==> src/rtl/ula_mc.sv <==
// Multi-cycle unsigned ALU: one-cycle logic/add/sub/sltu plus iterative
// shift-add multiply and restoring divide, each taking WIDTH cycles.
module ula_mc #(
    parameter int unsigned WIDTH = 32
) (
    input  logic             clk,
    input  logic             rst_n,
    input  logic             start,
    input  logic [WIDTH-1:0] A,
    input  logic [WIDTH-1:0] B,
    input  logic [3:0]       UlaOp,
    output logic [WIDTH-1:0] S,
    output logic             Zero,
    output logic             busy,
    output logic             done
);

    localparam int unsigned CW = $clog2(WIDTH);

    localparam logic [3:0] OP_AND  = 4'b0000;
    localparam logic [3:0] OP_OR   = 4'b0001;
    localparam logic [3:0] OP_ADD  = 4'b0010;
    localparam logic [3:0] OP_XOR  = 4'b0011;
    localparam logic [3:0] OP_SUB  = 4'b0110;
    localparam logic [3:0] OP_SLTU = 4'b0111;
    localparam logic [3:0] OP_DIVU = 4'b1010;
    localparam logic [3:0] OP_REMU = 4'b1011;

    typedef enum logic [1:0] {ST_IDLE, ST_MUL, ST_DIV} state_t;

    state_t             r_state, w_state_nxt;
    logic [WIDTH-1:0]   r_s, w_s_nxt;
    logic               r_zero, w_zero_nxt;
    logic               r_busy, w_busy_nxt;
    logic               r_done, w_done_nxt;
    logic [CW-1:0]      r_cnt, w_cnt_nxt;
    logic               r_sel, w_sel_nxt;
    logic [WIDTH-1:0]   r_a, w_a_nxt;
    logic [WIDTH-1:0]   r_b, w_b_nxt;
    logic [2*WIDTH-1:0] r_acc, w_acc_nxt;
    logic [WIDTH-1:0]   r_rem, w_rem_nxt;
    logic [WIDTH-1:0]   r_q, w_q_nxt;

    logic [WIDTH-1:0]   w_alu;
    logic [WIDTH:0]     w_mul_sum;
    logic [2*WIDTH-1:0] w_mul_step;
    logic [WIDTH:0]     w_div_shift;
    logic [WIDTH:0]     w_div_diff;
    logic               w_div_ok;
    logic [WIDTH-1:0]   w_div_rem;
    logic [WIDTH-1:0]   w_div_q;
    logic               w_last;

    // Single-cycle results; divide-by-zero values are only reached with B == 0
    always_comb begin
        w_alu = '0;
        case (UlaOp)
            OP_AND:  w_alu = A & B;
            OP_OR:   w_alu = A | B;
            OP_XOR:  w_alu = A ^ B;
            OP_ADD:  w_alu = A + B;
            OP_SUB:  w_alu = A - B;
            OP_SLTU: w_alu = {{(WIDTH-1){1'b0}}, (A < B)};
            OP_DIVU: w_alu = '1;
            OP_REMU: w_alu = A;
            default: w_alu = '0;
        endcase
    end

    // Multiplier bit consumed from acc[0]; sum carries into the shifted-in top bit
    assign w_mul_sum  = {1'b0, r_acc[2*WIDTH-1:WIDTH]} + (r_acc[0] ? {1'b0, r_a} : '0);
    assign w_mul_step = {w_mul_sum, r_acc[WIDTH-1:1]};

    assign w_div_shift = {r_rem, r_q[WIDTH-1]};
    assign w_div_diff  = w_div_shift - {1'b0, r_b};
    assign w_div_ok    = ~w_div_diff[WIDTH];
    assign w_div_rem   = w_div_ok ? w_div_diff[WIDTH-1:0] : w_div_shift[WIDTH-1:0];
    assign w_div_q     = {r_q[WIDTH-2:0], w_div_ok};

    assign w_last = (r_cnt == CW'(WIDTH - 1));

    always_comb begin
        w_state_nxt = r_state;
        w_s_nxt     = r_s;
        w_zero_nxt  = r_zero;
        w_busy_nxt  = r_busy;
        w_done_nxt  = 1'b0;
        w_cnt_nxt   = r_cnt;
        w_sel_nxt   = r_sel;
        w_a_nxt     = r_a;
        w_b_nxt     = r_b;
        w_acc_nxt   = r_acc;
        w_rem_nxt   = r_rem;
        w_q_nxt     = r_q;
        case (r_state)
            ST_IDLE: begin
                if (start) begin
                    w_a_nxt   = A;
                    w_b_nxt   = B;
                    w_sel_nxt = UlaOp[0];
                    if (UlaOp[3:1] == 3'b100) begin
                        w_state_nxt = ST_MUL;
                        w_busy_nxt  = 1'b1;
                        w_cnt_nxt   = '0;
                        w_acc_nxt   = {{WIDTH{1'b0}}, B};
                    end else if (UlaOp[3:1] == 3'b101 && B != '0) begin
                        w_state_nxt = ST_DIV;
                        w_busy_nxt  = 1'b1;
                        w_cnt_nxt   = '0;
                        w_rem_nxt   = '0;
                        w_q_nxt     = A;
                    end else begin
                        w_s_nxt    = w_alu;
                        w_done_nxt = 1'b1;
                    end
                end
            end
            ST_MUL: begin
                w_acc_nxt = w_mul_step;
                w_cnt_nxt = r_cnt + CW'(1);
                if (w_last) begin
                    w_s_nxt     = r_sel ? w_mul_step[2*WIDTH-1:WIDTH] : w_mul_step[WIDTH-1:0];
                    w_done_nxt  = 1'b1;
                    w_busy_nxt  = 1'b0;
                    w_state_nxt = ST_IDLE;
                end
            end
            ST_DIV: begin
                w_rem_nxt = w_div_rem;
                w_q_nxt   = w_div_q;
                w_cnt_nxt = r_cnt + CW'(1);
                if (w_last) begin
                    w_s_nxt     = r_sel ? w_div_rem : w_div_q;
                    w_done_nxt  = 1'b1;
                    w_busy_nxt  = 1'b0;
                    w_state_nxt = ST_IDLE;
                end
            end
            default: begin
                w_state_nxt = ST_IDLE;
                w_busy_nxt  = 1'b0;
            end
        endcase
        w_zero_nxt = (w_s_nxt == '0);
    end

    always_ff @(posedge clk or negedge rst_n) begin
        if (!rst_n) r_state <= ST_IDLE;
        else        r_state <= w_state_nxt;
    end

    always_ff @(posedge clk or negedge rst_n) begin
        if (!rst_n) begin
            r_s    <= '0;
            r_zero <= 1'b1;
            r_busy <= 1'b0;
            r_done <= 1'b0;
            r_cnt  <= '0;
            r_sel  <= 1'b0;
            r_a    <= '0;
            r_b    <= '0;
            r_acc  <= '0;
            r_rem  <= '0;
            r_q    <= '0;
        end else begin
            r_s    <= w_s_nxt;
            r_zero <= w_zero_nxt;
            r_busy <= w_busy_nxt;
            r_done <= w_done_nxt;
            r_cnt  <= w_cnt_nxt;
            r_sel  <= w_sel_nxt;
            r_a    <= w_a_nxt;
            r_b    <= w_b_nxt;
            r_acc  <= w_acc_nxt;
            r_rem  <= w_rem_nxt;
            r_q    <= w_q_nxt;
        end
    end

    assign S    = r_s;
    assign Zero = r_zero;
    assign busy = r_busy;
    assign done = r_done;

endmodule

==> config.mk <==
export PLATFORM = sky130hd
export DESIGN_NAME = ula_mc
export DESIGN_NICKNAME = d
export VERILOG_FILES = /design/src/rtl/ula_mc.sv
export SDC_FILE = /design/constraint.sdc
export NUM_CORES = 1
export LEC_CHECK = 0
export ABC_AREA = 1
export BUFFER_PORTS_ARGS = -buffer_cell sky130_fd_sc_hd__buf_2
export CAP_MARGIN = 20
export CELL_PAD_IN_SITES_DETAIL_PLACEMENT = 1
export CELL_PAD_IN_SITES_GLOBAL_PLACEMENT = 2
export CORE_MARGIN = 4
export CORE_UTILIZATION = 37
export CTS_BUF_LIST = sky130_fd_sc_hd__clkbuf_16
export DETAILED_ROUTE_END_ITERATION = 8
export GPL_TIMING_DRIVEN = 0
export PLACE_DENSITY_LB_ADDON = 0.12
export SLEW_MARGIN = 20
export SYNTH_ARGS = -nofsm -noshare
export SYNTH_HDL_FRONTEND = slang
export SYNTH_SLANG_ARGS = --single-unit
==> constraint.sdc <==
create_clock -name clk -period 8.17 [get_ports clk]
set_input_delay 1.634 -clock clk [delete_from_list [all_inputs] [get_ports clk]]
set_output_delay 1.634 -clock clk [all_outputs]
set_load 0.01 [all_outputs]
**Word-level counts from Yosys, hierarchy flattened**

Cells that the tools add are included.

- Bits in registers: 235
- Output and inout port bits: 35
- Logic and storage cells: 95

- Add/sub/neg operators: 5
- $lt $le $gt $ge: 1
- Equality and inequality tests: 18
- Muxes and demuxes: 41
- Bitwise gates (word level): 4
- Reductions and logical operators: 14

Operator list:

| cell | count |
|---|---|
| 32-bit 2-to-1 mux | 15 |
| 32-bit one-hot mux with 8 select lines | 1 |
| 64-bit 2-to-1 mux | 2 |
| 32-bit one-hot mux with 2 select lines | 2 |
| 64-bit one-hot mux with 2 select lines | 1 |
| 32-bit one-hot mux with 3 select lines | 1 |
| 32-bit by 32-bit adder with 33-bit output | 1 |
| 33-bit by 32-bit subtractor with 33-bit output | 1 |
| 32-bit adder | 1 |
| 32-bit AND | 1 |
| 32-bit logical NOT | 1 |
| 32-bit < comparator | 1 |
| 32-bit bitwise OR | 1 |
| 32-bit nonzero test | 1 |
| 32-bit subtractor | 1 |
| 32-bit XOR | 1 |
| 5-bit 2-to-1 mux | 3 |
| 5-bit one-hot mux with 2 select lines | 1 |
| 3-bit AND reduction | 3 |
| 4-bit by 2-bit == test with 1-bit output, second input constant | 2 |
| 4-bit by 3-bit == test with 1-bit output, second input constant | 2 |
| 4-bit == test, second input constant | 2 |
| 1-bit 2-to-1 mux | 8 |
| 2-bit 2-to-1 mux | 4 |
| other kinds (19) | 26 |

**Depth between registers and ports, before layout**

Gate-level depths: netlist of run 1.

- Depth after elaboration: 7
- Depth in mapped cells: 27
- Depth with buffers taken out: 26

**Least setup slack after synthesis of run 1**

No wires, ideal clock.

- Path type: input to register
- From: in A[0]
- To: reg r_zero, in the netlist Zero
- Setup time: 67 ps
- Data arrival time: 3645 ps
- Slack: 4458 ps
- Stages: 24
- Path buffers: 0
- Cells stage by stage: inv_1 ha_1 fa_1 inv_1 nand2_1 nand2_1 nand2_1 nand2_1 nand2_1 nand3_1 nand2_1 nand2_1 nand2_1 nand2_1 nor2_1 nor2_1 nor2_1 nor2_1 nand3_1 nand2_1 nand4_1 nor2_1 nand3_1 nor2_1

- Cells in the longest elaborated chain, start to end: 7

Ends and longest elaborated chain:

| item | RTL line | RTL |
|---|---|---|
| start: declaration | 9 | `input logic [WIDTH-1:0] A,` |
| 32-bit subtractor (tied with other cells) | 62 | `OP_SUB: w_alu = A - B;` |
| 32-bit one-hot mux with 8 select lines * | 57 | `case (UlaOp)` |
| 32-bit 2-to-1 mux * | 106 | `end else if (UlaOp[3:1] == 3'b101 && B != '0) begin` |
| 32-bit 2-to-1 mux * | 101 | `if (UlaOp[3:1] == 3'b100) begin` |
| 32-bit 2-to-1 mux * | 97 | `if (start) begin` |
| 32-bit one-hot mux with 3 select lines * | 95 | `case (r_state)` |
| 32-bit logical NOT * | 144 | `w_zero_nxt = (w_s_nxt == '0);` |
| via w_zero_nxt | 33 | `logic r_zero, w_zero_nxt;` |
| end signal: assignment | 167 | `r_zero <= w_zero_nxt;` |
| end: declaration | 33 |  |

Mark *: on every way through the listed nets, which the timed path passes. The rest lies on a longest branch.
A chain may end at the register's enable or synchronous reset.

**Worst setup path after layout of run 1**

- From: in B[25]
- To: reg r_zero, in the netlist Zero

- Cells in the longest elaborated chain, start to end: 7

Ends and longest elaborated chain:

| item | RTL line | RTL |
|---|---|---|
| start: declaration | 10 | `input logic [WIDTH-1:0] B,` |
| 32-bit subtractor (tied with other cells) | 62 |  |
| 32-bit one-hot mux with 8 select lines or 1-bit logical AND (tied branches) | 57, 106 |  |
| 32-bit 2-to-1 mux * | 106 |  |
| 32-bit 2-to-1 mux * | 101 |  |
| 32-bit 2-to-1 mux * | 97 |  |
| 32-bit one-hot mux with 3 select lines * | 95 |  |
| 32-bit logical NOT * | 144 |  |
| via w_zero_nxt | 33 |  |

Marked as above.

==> results of run 1 <==
==> worst paths after layout <==
| path | startpoint | endpoint | slack (ns) | cells past startpoint |
|---|---|---|---|---|
| min reg2reg | r_b[12] | r_b[12] | 0.49 | 2 |
| max | B[25] | Zero | 2.88 | 22 |
| min | r_b[12] | r_b[12] | 0.49 | 2 |
| max reg2reg | r_acc[0] | Zero | 3.71 | 25 |
| max in group asynchronous | rst_n | r_b[25] | 5.88 | 3 |
| min in group asynchronous | rst_n | r_acc[60] | 1.01 | 1 |
==> power groups by stage <==
stage | logic (mW) | clock network [mW] | registers [mW]
2_1_floorplan | 2.25 | 0 | 1.80
3_3_place_gp | 3.58 | 0 | 1.93
3_5_place_dp | 3.62 | 0 | 1.95
4_1_cts | 3.65 | 1.28 | 1.93
5_1_grt | 4.07 | 1.33 | 1.98
6_report | 3.73 | 1.27 | 1.95
==> cells by family (layout without fill, tap and decap cells) <==
logic type	Yosys count	after routing	synth area share, %
simple gates	1939	1939	34.3
buf+inv	785	945	12.9
flops	235	235	25.2
mux	1	1	0.0429
compound gates	680	680	16.6
xor+xnor	30	30	1.13
other cells	0	3	0
fa+ha+maj	182	182	9.89
==> flip-flops by register name (all words and copies together), names as in the netlist <==
name and flops:
r_acc 64, S 32, r_a 32, r_b 32
r_q 32, r_rem 32, r_cnt 5, r_state 2
Zero 1, busy 1, done 1, r_sel 1
==> cell usage in the layout, fill, tap and decap left out, types with 9 or more instances in the layout <==
master        n
o21bai_1     16
dfrtp_1     234
clkbuf_16    29
xor2_1       11
o21ai_1       9
nand3_1     267
a31oi_1      31
nand2_1    1168
and2_1       10
nor2_1      366
inv_2        12
o211ai_1     41
buf_2       126
xnor2_1      19
inv_1       636
o22ai_1      83
nand3b_1     15
clkbuf_1    104
nand4_1      41
o21ai_0     213
o221ai_1      9
or2_2        12
ha_1        178
a21oi_1     233
nor3_1       30
a211oi_1     18
==> per-stage QoR <==
step	utilization (%)	worst slack, ns	hold slack (ns)
floorplan	-	4.46	0.453
global placement	40.1	0.889	0.468
detailed placement	40.2	2.46	0.474
CTS	41.7	3.06	0.489
global route	41.7	2.80	0.509
finish	41.7	2.88	0.486
==> worst register-to-register path: cells and delay by family (launching register included) <==
family / cells / cell delay, ns
XOR/XNOR: 1 / 0.55
AO/OA/AOI/OAI: 1 / 0.17
adder cells (fa/ha/maj): 2 / 0.61
buffers and inverters: 5 / 0.86
AND/OR/NAND/NOR: 16 / 1.89
flip-flops: 1 / 0.32
==> routing by layer <==
| layer | up-vias | track usage (%) | share of wire, % |
|---|---|---|---|
| met5 | - | 0 | 0 |
| li1 | 12600 | - | - |
| met4 | 0 | 15.4 | 5.4 |
| met1 | 13000 | 48.7 | 44 |
| met3 | 218 | 4.48 | 6.8 |
| met2 | 1015 | 56.9 | 44 |
==> cell type report <==
type,instances,area (um2),area share (%)
multi-input combinational,2832,14400,55.8
sequential,235,5880,22.7
inverter,646,2420,9.37
tap,837,1050,4.05
clock buffer,29,726,2.81
timing repair buffer,107,591,2.28
buffer,139,583,2.25
clock inverter,24,174,0.672
antenna,3,7.51,0.0290
==> impl_results.md, run 1 <==
* Status: finished clean
* Achievable frequency at ~0.19 GHz
* Num rows at roughly 90
* Overall Global Routing Usage at between 30% and 40%
* Sw power at 3.67 mW
* Vias per Instance at between 5 and 6
* Dpl hpwl at around 100 mm
* Flops & latches, synth at ~240
* MaxCap Viol Count at 0
* Sequential-to-total area share from yosys stat at 25.2%
* Area contributors post-synth: dfrtp_1, nand2_1, inv_1, ha_1, nor2_1
* Die X-Extent at 259 um
* Crit Path Category: input pin to register
* CP top delay family: simple AND/OR/NAND/NOR gates
* Post-CTS sizing at 0
* Worst Path Arrival at roughly 5.8 ns
* CP Launch Type: input pin
* Skew final at 0.0271 ns
* CP Cell Sequence: buf_2, inv_1, ha_1, inv_1, nand2_1, inv_1, nand2_1, nor3_1, o21ai_0, nand3_1, nand2_1, nand2_1, nor2_1, nor2_1, nor2_1, nor2_1, nand3_1, nand2_1, nand2_1, nor2_1, nand3_1, nor2_1
* Max Slew Vio Count at 0
* 1st-iter DRT viols at between 2k and 2.5k
* Via count at ~27k
* Pwr Total at ~6.9 mW
* Die Ht at 259 um
* Clock buffer depth at 3
* WL final at roughly 120 mm
* Int Pwr at about 3.3 mW
* Switch share at 52.8%
* Critical-path top delay cell: nor3_1
* EDFF count, synth at 0
* Share of power burned in combinational logic at a little over half
* Unique masters post-synth at 50
* Fin crit share at between 60% and 70%
* Final ANT Viol Nets at 0
* Post-synth top area cell: dfrtp_1
* # DRC at 0
* Worst endpoint required time at approximately 8.7 ns
* Post-synthesis net count at 4105
* CTS H-tree lvls at 1
* Layout cells sized above 1 at between 5 and 6%
* RSZ-0062 raised after global routing: false
* DP Area at between 0.02 and 0.025 mm2
* CP max FO at 6
* Fraction of registers with async set/reset at between 90% and 100%
* Worst VDD drop at 0.000190 V
* Worst-Margin Slew at between 1 and 1.5 ns
* DR WL/cell at between 20 and 30 um
* Post-route insts no fill at 4852
* Flop pwr share at roughly 28%
* Cell count after synthesis at around 3.9k
* Overflow after GRT at 0
* Post-layout min period at between 5 and 6 ns
* Worst-path clk slew at around 0.06 ns
* CTS tree: built
* Num CTS Buffers at 29
* CORE AREA at between 0.06 and 0.07 mm2
* Dpl cells at 4796
* Most frequent cell after synthesis: nand2_1
* Endpoints failing setup at 0
* Leak at ~14 nW
* PD cells at between 200 and 300 mW/mm2
* Synth Warn # at 0
* First drt pass iteration count at 5
* Fin. Hold Viols at 0
* Layout area overhead at 10.9%
* Largest net degree at the start of global routing at between 80 and 90
* Initial core utilization at between 30% and 40%
* Yosys top cell area share at between 20% and 30%
* Mapped Avg Cell Area at 6.06 um2
* Die area at around 0.067 mm2
* Number of buffers and inverters on the critical path at 4
* First-pass GRT wire length at 178 mm
* CP endpoint kind: register
* Final net count at between 4k and 5k
* Initial antenna violation count at 4
* Clock Power Share at a little under a fifth
* CTS Root Cell: clkbuf_16
* I/O pin cnt at about 110
* Setup TNS at 0 ns
* Vias in the first global route at roughly 27k
* # clock sinks at between 200 and 250
* CTS Hold Bufs at 0
* HP Class: register to register
* Clock latency on the worst-skew pair at ~0.6 ns
* Final cell area excluding filler cells at around 0.026 mm2
* Routability cong. at between 1 and 1.5
* Slew HR at approximately 23%
* Largest stage delay, worst path at around 0.62 ns
* Post-CTS Setup Bufs at 0
* Top cell types by occurrence after synthesis: nand2_1, inv_1, nor2_1, nand3_1, dfrtp_1
* Primary FF master, synth: dfrtp_1
* Port bufs at between 100 and 150
* Number of fill cells in the layout at between 8k and 9k
* Cell Area, Synth at around 0.023 mm2
Note: power is estimated with default switching activity, not from simulation.
==> run 2, diff against run 1 <==
--- a/config.mk
+++ b/config.mk
@@ -5,13 +5,13 @@
 export SDC_FILE = /design/constraint.sdc
 export NUM_CORES = 1
 export LEC_CHECK = 0
-export ABC_AREA = 1
+export ABC_AREA = 0
 export BUFFER_PORTS_ARGS = -buffer_cell sky130_fd_sc_hd__buf_2
 export CAP_MARGIN = 20
 export CELL_PAD_IN_SITES_DETAIL_PLACEMENT = 1
 export CELL_PAD_IN_SITES_GLOBAL_PLACEMENT = 2
 export CORE_MARGIN = 4
-export CORE_UTILIZATION = 37
+export CORE_UTILIZATION = 38
 export CTS_BUF_LIST = sky130_fd_sc_hd__clkbuf_16
 export DETAILED_ROUTE_END_ITERATION = 8
 export GPL_TIMING_DRIVEN = 0
==> constraint.sdc (replaced) <==
create_clock -name clk -period 4.9 [get_ports clk]
set_input_delay 0.98 -clock clk [delete_from_list [all_inputs] [get_ports clk]]
set_output_delay 0.98 -clock clk [all_outputs]
set_load 0.01 [all_outputs]
==> run 2 against run 1 <==
The run now ends with negative setup slack left. Flip-flop and latch count did not move. Synthesized cell count is 27% lower. Power rose by 99%. Setup slack worse by 3.0 ns. Clock power up 88%. Highest routed layer is now met5. Die area is 9.0% lower. Non-clock buffer count rose by 60. Cell count shrank 23%.
==> impl_results.md, run 2 <==
* Skew final at roughly 0.044 ns
* Die area at around 0.06 mm2
* CTS tree: built
* PD cells at around 540 mW/mm2
* WL final at 126 mm
* Cell count after synthesis at 2803
* Largest net degree at the start of global routing at 89
* Most common cell after layout, fill and taps aside: nand2_1
* Primary FF master, synth: dfrtp_1
* Endpoints failing setup at 1
* Dpl hpwl at 101 mm
* Clock buffer depth at 3
* Top reg by flops: r_acc
* Number of fill cells in the layout at roughly 7k
* Final ANT Viol Nets at 0
* Final cell area excluding filler cells at 0.0258 mm2
* Cell Area, Synth at between 0.02 and 0.025 mm2
* Leak at 11.1 nW
* DP Area at ~0.023 mm2
* Top cell types by occurrence after synthesis: nand2_1, o21ai_0, dfrtp_1, a21oi_1, nor2_1
* Max Slew Vio Count at 0
* MaxCap Viol Count at 0
* CORE AREA at ~0.056 mm2
* Crit Path Category: input pin to register
* Status: complete, but fails checks
* Sequential-to-total area share from yosys stat at between 20 and 30%
* Failing checks: negative setup slack
* I/O pin cnt at 106
* CTS Root Cell: clkbuf_16
* Vias per Instance at approximately 6.7
* First drt pass iteration count at 6
* Worst VDD drop at around 0.00028 V
* Worst Path Arrival at ~5.5 ns
* Most frequent cells in the layout: nand2_1, o21ai_0, dfrtp_1
* EDFF count, synth at 0
* DR WL/cell at roughly 34 um
* Worst-path clk slew at approximately 0.060 ns
* Final net count at ~3.2k
* Fraction of registers with async set/reset at 100%
* Utilization after layout at around 46%
* Post-synth top area cell: dfrtp_1
* Most frequent cell after synthesis: nand2_1
* Vias in the first global route at ~25k
* CP endpoint kind: register
* Fin. Hold Viols at 0
* # clock sinks at 235
* Post-layout min period at 5.03 ns
* Flops & latches, synth at approximately 240
* Max reg flops at 64
* Initial core utilization at between 30% and 40%
* Port bufs at 105
* Synth Warn # at 0
* CP Launch Type: input pin
* Layout cells sized above 1 at between 10% and 20%
* Die X-Extent at around 250 um
* Routability cong. at about 1.0
* First-pass GRT wire length at around 180 mm
* Reg-to-reg setup timing slack at -0.06 ns
* Die Ht at approximately 250 um
* Fin crit share at 103%
* Initial antenna violation count at 11
* Overflow after GRT at 0
* Via count at approximately 25k
* 1st-iter DRT viols at 2750
* Layout area overhead at 18.6%
* Achievable frequency at just under 0.2 GHz
* Worst endpoint required time at around 5.4 ns
* Num rows at 87
* HP Class: input pin to async pin
* Yosys top cell area share at between 20% and 30%
* Post-synthesis net count at between 3k and 4k
* Num CTS Buffers at 30
* Unique masters post-synth at 89
* Slew HR at 20.2%
* Area contributors post-synth: dfrtp_1, ha_1, o21ai_0, nand2_1, a21oi_1
* CTS H-tree lvls at 1
* Mapped Avg Cell Area at 7.75 um2
* Setup WS post-layout at -0.126 ns
* Clock latency on the worst-skew pair at between 0.6 and 0.7 ns
* CP max FO at 10
* Worst-Margin Slew at around 1.2 ns
* # DRC at 0
* Hold Slack at approximately 0.35 ns
* Overall Global Routing Usage at 40.1%
==> run 2: per-stage QoR <==
| stage | TNS (ns) | setup WS, ns | power, mW | instances |
|---|---|---|---|---|
| global route | -0.0525 | -0.0525 | 14.4 | 3756 |
| global placement | -395.29 | -2.36 | 10.3 | 3664 |
| finish | -0.126 | -0.126 | 13.8 | 3759 |
| CTS | 0 | 0.00714 | 13.4 | 3747 |
| detailed placement | -10.30 | -2.18 | 10.5 | 3668 |
| floorplan | 0 | 0.648 | 7.44 | 2803 |
==> run 2: cell type report <==
cell class | count | area, um2 | area share [%]
flip-flops and latches | 235 | 5880 | 22.8
repair buffers | 149 | 950 | 3.68
multi-input cells | 2239 | 15600 | 60.5
clock inverters | 26 | 298 | 1.16
well taps | 756 | 946 | 3.67
diodes | 3 | 7.51 | 0.0291
inverters | 164 | 634 | 2.46
clock buffers | 30 | 751 | 2.91
plain buffers | 157 | 704 | 2.73
==> run 2: worst paths after layout <==
kind                                from   endpoint  depth (start not counted)
worst max register to register    r_b[0]       Zero                         18
worst min-delay path               rst_n  r_acc[47]                          1
max in group asynchronous          rst_n  r_rem[10]                          3
min in group clk                 r_a[16]    r_a[16]                          2
worst min register to register   r_a[16]    r_a[16]                          2
worst max-delay path            UlaOp[2]       Zero                         15
==> run 2: report_power, final <==
group	total, mW	leakage [nW]	switching (mW)	internal (mW)
sequential	3.45	3.04	0.770	2.68
combinational	7.99	7.60	5.39	2.60
clock	2.39	0.506	0.995	1.39
total	13.8	11.1	7.16	6.66
==> run 2: cells by family after synthesis <==
kind of cell	Yosys count	share of synthesized area, %
DFF	235	27.1
xor gates and xnor gates	55	2.22
muxes	105	4.88
adders and majority gates	182	10.6
AOI/OAI and AO/OA	1003	30.3
buffers and inverters	329	5.78
and+or+nand+nor	894	19.1
==> run 2: repair_timing <==
action,in CTS,in global routing
resized for setup,214,64
gates cloned,0,0
hold endpoints to repair,0,0
setup buffers,29,11
endpoints found under the setup margin,14,11
pin swaps,32,21
hold buffers,0,0
==> run 2: metal layers <==
| metal | GRT usage, % | wire (um) |
|---|---|---|
| met5 | 0 | 27 |
| met4 | 20.8 | 8060 |
| met3 | 9.31 | 12200 |
| met2 | 60.6 | 54000 |
| met1 | 53.4 | 51800 |
==> run 2: worst max-delay path, stage by stage <==
cell       delay (ns)
buf_2            0.13
buf_2            0.23
nor3_2           0.12
nand2_1          0.24
clkbuf_2         0.42
clkbuf_4         0.44
buf_2            0.45
o22ai_1          0.30
a211oi_1         0.29
o2bb2ai_1        0.24
o211ai_1         0.30
a2111oi_4        0.39
nor4b_4          0.33
nand4_1          0.32
nor4_4           0.32
==> run 3, diff against run 2 <==
--- a/config.mk
+++ b/config.mk
@@ -6,7 +6,7 @@
 export NUM_CORES = 1
 export LEC_CHECK = 0
 export ABC_AREA = 0
-export BUFFER_PORTS_ARGS = -buffer_cell sky130_fd_sc_hd__buf_2
+export BUFFER_PORTS_ARGS = -buffer_cell sky130_fd_sc_hd__buf_4
 export CAP_MARGIN = 20
 export CELL_PAD_IN_SITES_DETAIL_PLACEMENT = 1
 export CELL_PAD_IN_SITES_GLOBAL_PLACEMENT = 2
==> run 3 against run 2 <==
The flow still finishes with violations (negative setup slack). Register-to-register slack got worse by 0.11 ns. Setup slack got worse by 0.047 ns. Clock skew is 0.0099 ns lower. Critical path depth is 5 lower. Count of clock-buffer cells in the layout is the same. Flip-flop and latch count is the same. Via count fell by 0.34%.
==> impl_results.md, run 3 (same netlist as run 2, synthesis figures left out) <==
* 1st-iter DRT viols at around 2.6k
* Die Ht at between 200 and 250 um
* Top reg by flops: r_acc
* Overflow after GRT at 0
* Skew final at between 0.03 and 0.04 ns
* Post-layout min period at about 5 ns
* Number of fill cells in the layout at 6808
* CP endpoint kind: register
* Final net count at 3230
* MaxCap Viol Count at 0
* Die X-Extent at 247 um
* Worst Path Arrival at ~5.6 ns
* Reg area at around 0.0059 mm2
* Most common cell after layout, fill and taps aside: nand2_1
* First drt pass iteration count at 5
* Pwr Total at ~14 mW
* CP max FO at 10
* # clock sinks at ~240
* CORE AREA at about 0.056 mm2
* Setup WS post-layout at -0.174 ns
* Reg2reg end: Zero
* Final ANT Viol Nets at 0
* Status: complete, but fails checks
* Die area at ~0.061 mm2
* CTS tree: built
* CP Launch Type: register
* Port bufs at between 100 and 150
* Num rows at 87
* Clock buffer depth at 3
* Worst endpoint required time at about 5.4 ns
* Initial core utilization at slightly below 40%
* Reg-to-reg setup timing slack at -0.17 ns
* Setup TNS at -0.174 ns
* Achievable frequency at ~0.20 GHz
* PD cells at between 500 and 600 mW/mm2
* Utilization after layout at 46.1%
* Leak at between 10 and 15 nW
* Clock latency on the worst-skew pair at between 0.6 and 0.7 ns
* Worst VDD drop at between 0.0003 and 0.0004 V
* Post-route insts no fill at ~3.8k
* Max Slew Vio Count at 0
* Worst-Margin Slew at about 1.2 ns
* # DRC at 0
* WL final at 126 mm
* Footprint of the multi-input gates at ~0.016 mm2
* DR WL/cell at between 30 and 40 um
* Worst-path clk slew at about 0.070 ns
* Most frequent cells in the layout: nand2_1, o21ai_0, dfrtp_1
* Layout area overhead at 19.9%
* I/O pin cnt at 106
* Overall Global Routing Usage at 39.6%
* Failing checks: negative setup slack
* Num CTS Buffers at 30
* CTS H-tree lvls at 1
* Slew HR at roughly 18%
* Fin. Hold Viols at 0
* Dpl hpwl at ~100 mm
* Routability cong. at 1.02
* Dpl cells at 3670
* Vias per Instance at between 6 and 7
* Layout cells sized above 1 at roughly 15%
* Crit Path Category: register to register
* HP Class: input pin to async pin
* Via count at approximately 25k
* First-pass GRT wire length at about 180 mm
* Initial antenna violation count at 5
* R2r worst-path depth at 10
* Vias in the first global route at around 25k
* Max reg flops at 64
* Fin crit share at 104%
* Reg-to-Reg Start: r_sel
* Endpoints failing setup at 1
* Largest net degree at the start of global routing at just under 90
* Hold Slack at a little under 0.2 ns
* CTS Root Cell: clkbuf_16
run 3: cell count changes in the layout (fill, tap and decap cells not counted), sizes merged, moves of 2 or more:
cell           before  now
buf               174  176
bufinv              5    3
clkbuf            161  157
clkdlybuf4s15       1    3
clkinv             10   13
clkinvlp           12    8
inv               163  166
run 3: timing repair:
item / CTS / global route
resized for setup: 160 / 135
hold buffers: 0 / 0
buffers inserted: 19 / 19
pin swaps: 29 / 44
hold endpoints to repair: 0 / 0
setup endpoints to repair: 25 / 6
run 3: layout make-up:
class | count | area share, %
inverter | 164 | 2.45
timing repair buffer | 149 | 4.63
sequential | 235 | 22.6
buffer | 158 | 2.70
clock inverter | 26 | 0.792
clock buffer | 30 | 2.88
tap | 756 | 3.63
antenna | 2 | 0.0192
multi-input combinational | 2239 | 60.3
run 3: critical path, cell delays in order (launching register included):
cell and delay (ns):
dfrtp_1 0.32, clkbuf_1 0.32, clkbuf_1 0.79, clkbuf_1 0.81
clkbuf_1 0.69, a31oi_1 0.41, nor4_2 0.51, o2111ai_1 0.26
nor4_4 0.20, nand4_1 0.29, nor4_4 0.33
run 3: how the worst max path moves through the flow:
stage                   from    to  slack (ns)  cells past startpoint
global route        UlaOp[1]  Zero       -0.04                     14
detailed placement  UlaOp[2]  Zero       -1.78                     15
CTS                  r_q[31]  Zero      -0.002                     18
floorplan               A[0]  Zero        0.65                     14
global placement    UlaOp[2]  Zero       -2.15                     15
finish                 r_sel  Zero       -0.17                     10
run 3: metrics by stage:
step	instance area, um2	worst slack (ns)
floorplan	21700	0.648
global placement	23500	-2.15
detailed placement	23600	-1.78
CTS	25400	-0.00191
global route	26000	-0.0384
finish	26100	-0.174
run 3: per-layer routing:
layer | vias to the layer above | routed length [um] | global-route usage [%] | share of wire, %
li1 | 10700 | - | - | -
met1 | 12600 | 51400 | 52.0 | 41
met2 | 1373 | 54000 | 60.4 | 43
met3 | 395 | 12200 | 9.03 | 9.7
met4 | 6 | 8310 | 21.6 | 6.6
met5 | - | 40 | 0 | 0.032
run 3: report_power, final:
part	switching, mW	internal (mW)	leakage, nW
sequential	0.732	2.68	3.04
combinational	5.45	2.66	7.65
clock	0.969	1.26	0.493
